==> config.mk <==
export PLATFORM = sky130hd
export DESIGN_NAME = id_ex_stage
export DESIGN_NICKNAME = d
export VERILOG_FILES = /design/src/rtl/id_ex_stage_pkg.sv /design/src/rtl/id_ex_stage_alu_ctrl_dec.sv /design/src/rtl/id_ex_stage.sv
export SDC_FILE = /design/constraint.sdc
export NUM_CORES = 1
export LEC_CHECK = 0
export BUFFER_PORTS_ARGS = -buffer_cell sky130_fd_sc_hd__buf_2
export CORE_MARGIN = 8
export CORE_UTILIZATION = 35
export DETAILED_ROUTE_END_ITERATION = 7
export PLACE_DENSITY_LB_ADDON = 0.25
export SLEW_MARGIN = 15
export SYNTH_ARGS = -nofsm -noshare
export SYNTH_HDL_FRONTEND = slang
export SYNTH_SLANG_ARGS = --single-unit
export TNS_END_PERCENT = 5
==> constraint.sdc <==
create_clock -name clk -period 0.8 [get_ports clk]
set_input_delay 0 -clock clk [delete_from_list [all_inputs] [get_ports clk]]
set_output_delay 0 -clock clk [all_outputs]
set_load 0.01 [all_outputs]
==> src/rtl/id_ex_stage_pkg.sv <==
// Shared encodings for the ID/EX pipeline register and the execute-stage ALU.
// Also holds the captured-stage record and its bubble value.
package id_ex_stage_pkg;

  typedef enum logic [3:0] {
    ALU_AND     = 4'b0000,
    ALU_OR      = 4'b0001,
    ALU_ADD     = 4'b0010,
    ALU_SUB     = 4'b0110,
    ALU_SLTU    = 4'b0111,
    ALU_ILLEGAL = 4'b1111
  } alu_ctrl_e;

  typedef enum logic [1:0] {
    OP_ADD   = 2'b00,
    OP_SUB   = 2'b01,
    OP_RTYPE = 2'b10,
    OP_ITYPE = 2'b11
  } alu_op_e;

  localparam int XLEN  = 32;
  localparam int REG_W = 5;

  typedef struct packed {
    logic             valid;
    logic [XLEN-1:0]  pc;
    logic [XLEN-1:0]  a;
    logic [XLEN-1:0]  b;
    logic [XLEN-1:0]  store_data;
    logic [3:0]       alu_ctrl;
    logic [REG_W-1:0] rd;
    logic             reg_write;
    logic             mem_read;
    logic             mem_write;
    logic             branch;
    logic             illegal;
  } id_ex_t;

  // A bubble is all-zero except the ALU code, which idles as ADD.
  function automatic id_ex_t bubble();
    id_ex_t b;
    b          = '0;
    b.alu_ctrl = ALU_ADD;
    return b;
  endfunction

endpackage

==> src/rtl/id_ex_stage_alu_ctrl_dec.sv <==
// Combinational ALUOp/funct3/funct7[5] decoder producing the 4-bit ALU code.
// Shared with the multi-cycle execute variant.
module alu_ctrl_dec
  import id_ex_stage_pkg::*;
(
  input  logic [1:0] ALUOp,
  input  logic [2:0] funct3,
  input  logic       funct7_5,
  output logic [3:0] ALU_Control,
  output logic       illegal
);

  logic [3:0] code;
  logic       bad;

  always_comb begin
    code = ALU_ADD;
    bad  = 1'b0;
    case (ALUOp)
      OP_ADD: code = ALU_ADD;
      OP_SUB: code = ALU_SUB;
      default: begin
        // funct7[5] only distinguishes ADD/SUB in R-type; elsewhere in R-type it is unsupported.
        case (funct3)
          3'b000:  code = (ALUOp == OP_RTYPE && funct7_5) ? ALU_SUB : ALU_ADD;
          3'b111:  code = ALU_AND;
          3'b110:  code = ALU_OR;
          3'b011:  code = ALU_SLTU;
          default: bad  = 1'b1;
        endcase
        if (ALUOp == OP_RTYPE && funct7_5 && funct3 != 3'b000) bad = 1'b1;
      end
    endcase
    ALU_Control = bad ? ALU_ILLEGAL : code;
    illegal     = bad;
  end

endmodule

==> src/rtl/id_ex_stage.sv <==
// ID/EX pipeline register: captures operands and control, selects ALU B,
// and supports flush (bubble) over stall (hold) over load.
module id_ex_stage
  import id_ex_stage_pkg::*;
(
  input  logic        clk,
  input  logic        rst_n,
  input  logic        stall,
  input  logic        flush,
  input  logic        in_valid,
  input  logic [31:0] in_pc,
  input  logic [31:0] rs1_data,
  input  logic [31:0] rs2_data,
  input  logic [31:0] imm,
  input  logic [4:0]  rd,
  input  logic        ALUSrc,
  input  logic [1:0]  ALUOp,
  input  logic [2:0]  funct3,
  input  logic        funct7_5,
  input  logic        RegWrite,
  input  logic        MemRead,
  input  logic        MemWrite,
  input  logic        Branch,
  output logic        ex_valid,
  output logic [31:0] ex_pc,
  output logic [31:0] A,
  output logic [31:0] B,
  output logic [31:0] ex_store_data,
  output logic [3:0]  ALU_Control,
  output logic [4:0]  ex_rd,
  output logic        ex_RegWrite,
  output logic        ex_MemRead,
  output logic        ex_MemWrite,
  output logic        ex_Branch,
  output logic        ex_illegal
);

  logic [3:0] dec_ctrl;
  logic       dec_illegal;
  id_ex_t     stage_q, stage_d, load_val;

  alu_ctrl_dec u_dec (
    .ALUOp       (ALUOp),
    .funct3      (funct3),
    .funct7_5    (funct7_5),
    .ALU_Control (dec_ctrl),
    .illegal     (dec_illegal)
  );

  always_comb begin
    load_val            = bubble();
    load_val.valid      = 1'b1;
    load_val.pc         = in_pc;
    load_val.a          = rs1_data;
    load_val.b          = ALUSrc ? imm : rs2_data;
    load_val.store_data = rs2_data;
    load_val.alu_ctrl   = dec_ctrl;
    load_val.rd         = rd;
    // Illegal ops stay valid for the trap logic but must not write state.
    load_val.reg_write  = RegWrite & ~dec_illegal;
    load_val.mem_read   = MemRead;
    load_val.mem_write  = MemWrite & ~dec_illegal;
    load_val.branch     = Branch;
    load_val.illegal    = dec_illegal;
  end

  always_comb begin
    stage_d = stage_q;
    if (flush)          stage_d = bubble();
    else if (!stall)    stage_d = in_valid ? load_val : bubble();
  end

  always_ff @(posedge clk or negedge rst_n) begin
    if (!rst_n) stage_q <= bubble();
    else        stage_q <= stage_d;
  end

  assign ex_valid      = stage_q.valid;
  assign ex_pc         = stage_q.pc;
  assign A             = stage_q.a;
  assign B             = stage_q.b;
  assign ex_store_data = stage_q.store_data;
  assign ALU_Control   = stage_q.alu_ctrl;
  assign ex_rd         = stage_q.rd;
  assign ex_RegWrite   = stage_q.reg_write;
  assign ex_MemRead    = stage_q.mem_read;
  assign ex_MemWrite   = stage_q.mem_write;
  assign ex_Branch     = stage_q.branch;
  assign ex_illegal    = stage_q.illegal;

endmodule

==> summary.txt <==
Worst setup path
  – Category of the worst setup path launch point: register
  – Worst reg2reg setup slack: -0.02 ns
  – Beginning of the critical path: ALU_Control[1]$_DFFE_PN1P_
  – Crit path kind: register to output port
  – Category of cells accounting for the largest share of critical-path delay: flip-flops
  – Worst-path cell chain: buf_6
  – Critical register-to-register path startpoint: ALU_Control[1]$_DFFE_PN1P_
  – Maximum fanout along the worst path: 2
  – Worst reg2reg path endpoint: ALU_Control[1]$_DFFE_PN1P_
  – Termination of the worst setup path: ALU_Control[1]
  – Buf/Inv on CP: 1
  – Master of the slowest instance on the critical path: dfstp_2
  – Arrival time worst endpoint: 1.05 ns
  – Required time worst endpoint: 0.80 ns
  – Logic depth of the worst setup path including buffers: 1
  – Worst R2R Path Depth: 2
  – Slowest stage delay, CP: 0.54 ns
  – Capturing element type of the critical path: output port

Timing
  – Final critical path time including I/O delays and setup: 1.054 ns
  – Count of final setup violators: 144
  – Crit path setup slack, layout: -0.2541 ns
  – Max Clock Skew: 0 ns
  – Fmax achieved: 0.9487 GHz
  – Smallest hold slack: -0.02296 ns
  – Setup repair after global routing missed its margin: yes
  – Aggregate negative setup slack: -19.83 ns
  – Final number of hold-violating endpoints: 1
  – Period utilization: 131.8%
  – Slew @ Worst Pin: 0.3575 ns
  – Max-slew violations: 0
  – Relative slew slack: 76.17%

Floorplan
  – FP Rows: 45
  – Die Footprint: 19700 um^2
  – Overall die height: 140.4 um
  – Core Box Area: 15150 um^2
  – Die span in x: 140.4 um
  – I/O pin cnt: 292
  – Starting density of the core: 35.75%

Clocking
  – Inserted Clock Buffers: 17
  – Clock tree from TritonCTS: yes
  – Clk root buf: clkbuf_16
  – CTS sink count: 142
  – Clock input transition at the sequential cells of the worst setup and hold paths: 0.06 ns
  – Clock buffer depth: 2
  – Later-pin clock latency in the skew report: 0.41 ns
  – Clock H-tree levels: 4

Routing
  – Total number of vias: 5294
  – Number of DRC markers in iteration 0: 214
  – Routed via count divided by cell count: 4.994
  – Routed length per placed instance: 19.26 um
  – Post-detailed-route count of antenna-violating nets: 0
  – Final routed wirelength across all metal layers: 20420 um
  – Detailed Routing Iterations Pass 1: 4
  – Post-detailed-route DRC marker count: 0

Hold path
  – Hold Crit Class: input pin to register

Placed design
  – Placement-stage cell area: 7371 um^2
  – Buffers added on ports: 291
  – Post-detail-place hpwl: 13470 um
  – Final RePlAce weighted congestion: 0.8192

Synth
  – Yosys warnings: 0
  – Sequential fraction of the synthesis area: 65.66%
  – Count of mapped cells out of synthesis: 406
  – Post-synthesis cell type with the largest combined area: dfrtp_1
  – Mapped Nets: 555
  – Post-synthesis instance area: 5414 um^2
  – Yosys cell types: 24
  – Top-area cell type share of the netlist area: 65.17%
  – Mean area per synthesized cell: 13.33 um^2
  – Most area-consuming cells after synthesis: dfrtp_1, a22o_1, mux2i_1, o21ai_0, nand2_1
  – Register bit total from synthesis: 142

Outcome
  – Result of the run: finished, violations left
  – Violated checks: hold timing, setup timing

Power
  – Lkg Pwr: 5.154 nW
  – Maximum vdd drop: 0.001436 V
  – Total power divided by cell area: 1901 nW/um^2
  – Total power draw: 18.60 mW

Finish
  – Layout net count: 1007
  – Number of fillers in the final layout: 1108
  – Fraction of final layout cells sized beyond drive strength 1: 41.68%
  – Area Growth Syn to Fin: 80.75%
  – Final design instance area without fill: 9786 um^2
  – Commonest non-fill, non-tap cell in the layout: buf_2
  – Most frequent cells in the layout: buf_2, dlygate4sd3_1, dfrtp_1

GRT
  – Largest net degree at the start of global routing: 66
  – Vias in the first global route: 5862
  – Gr ovfl total: 0
  – Initial antenna violation count: 1
  – All-layer global routing usage: 20.23%
  – Global-route wire length before repair: 31700 um

Flow run
  – Max-cap violations: 0
-- per-stage QoR --
stage	instances	hold slack, ns	worst slack, ns	utilization [%]
after floorplan	406	-0.2956	-0.1145	-
after global placement	885	-0.08273	-0.3014	48.67
after detailed placement	885	-0.07448	-0.3510	48.67
after CTS	1059	-0.04228	-0.2818	63.02
after global routing	1060	0.005265	-0.2904	64.61
final	1060	-0.02296	-0.2541	64.61
-- cell families (layout without fill, tap and decap cells) --
logic type / after synthesis / in the layout / synth area share [%]
and+or+nand+nor: 48 / 48 / 3.975
muxes: 32 / 32 / 5.916
buffers and inverters: 39 / 504 / 3.444
AOI/OAI and AO/OA: 145 / 145 / 21.01
DFF: 142 / 142 / 65.66
other: 0 / 1 / 0
-- report_power, final --
part / total, mW / internal (mW) / switching [mW] / leakage, nW
Sequential: 7.65 / 7.46 / 0.189 / 1.93
Clock: 8.39 / 5.30 / 3.09 / 0.302
Combinational: 2.57 / 1.46 / 1.11 / 2.92
Total: 18.6 / 14.2 / 4.39 / 5.15
-- area by class of cell --
type / instances / area, um^2 / area share (%)
diodes: 1 / 2.502 / 0.02557
clock buffers: 18 / 439.2 / 4.488
multi-input cells: 225 / 1687 / 17.24
flip-flops and latches: 142 / 3555 / 36.33
repair buffers: 469 / 3667 / 37.48
inverters: 3 / 11.26 / 0.1151
well taps: 188 / 235.2 / 2.404
clock inverters: 14 / 188.9 / 1.931
-- how the worst min path moves through the flow --
stage / endpoint / slack (ns) / depth (start not counted) / startpoint
4_1_cts: ALU_Control[2]$_DFFE_PN0P_ / -0.04 / 3 / funct7_5
2_1_floorplan: ALU_Control[0]$_DFFE_PN0P_ / -0.30 / 0 / rst_n
5_1_grt: ALU_Control[2]$_DFFE_PN0P_ / 0.005 / 3 / funct7_5
3_5_place_dp: ex_store_data[10]$_DFFE_PN0P_ / -0.07 / 1 / rst_n
3_3_place_gp: ex_store_data[2]$_DFFE_PN0P_ / -0.08 / 1 / rst_n
6_report: ALU_Control[2]$_DFFE_PN0P_ / -0.02 / 3 / funct7_5
-- synthesized netlist by cell type (all sizes together) --
cell	n
and4b	1
dfrtp	141
clkbuf	16
and3b	1
a221oi	1
or3b	1
nand2	38
inv	3
o21ai	37
nor2b	1
buf	20
or3	1
nor3b	2
a311oi	1
nand3	1
nor2	2
a22o	105
a32oi	1
dfstp	1
mux2i	32
-- per-layer routing --
layer / part of all wire (%) / global-route usage [%] / wire [um] / up-vias
li1: - / - / - / 2407
met1: 38 / 22.88 / 7855 / 2605
met2: 51 / 34.12 / 10490 / 242
met3: 7.5 / 6.864 / 1537 / 40
met4: 2.6 / 8.914 / 531 / 0
met5: 0 / 0 / 0 / -
-- flip-flops by register name, indices dropped and copies added (netlist names), 4 cells and up --
signal and count:
A 32, ex_store_data 32, ex_rd 5, ex_pc 32, ALU_Control 4, B 32
-- timing repair --
action	in CTS	in global routing
setup buffers	0	0
pin swaps	0	0
endpoints found under the setup margin	143	144
hold endpoints to repair	282	0
hold buffers	142	0
resized for setup	22	38
-- worst reg2reg max path, delay by kind of cell, from the launching register on --
family                 cells  cell delay, ns
AOI/OAI and AO/OA          1            0.16
DFF                        1            0.54
buffers and inverters      1            0.04
Power figures use the tool's default switching activity.
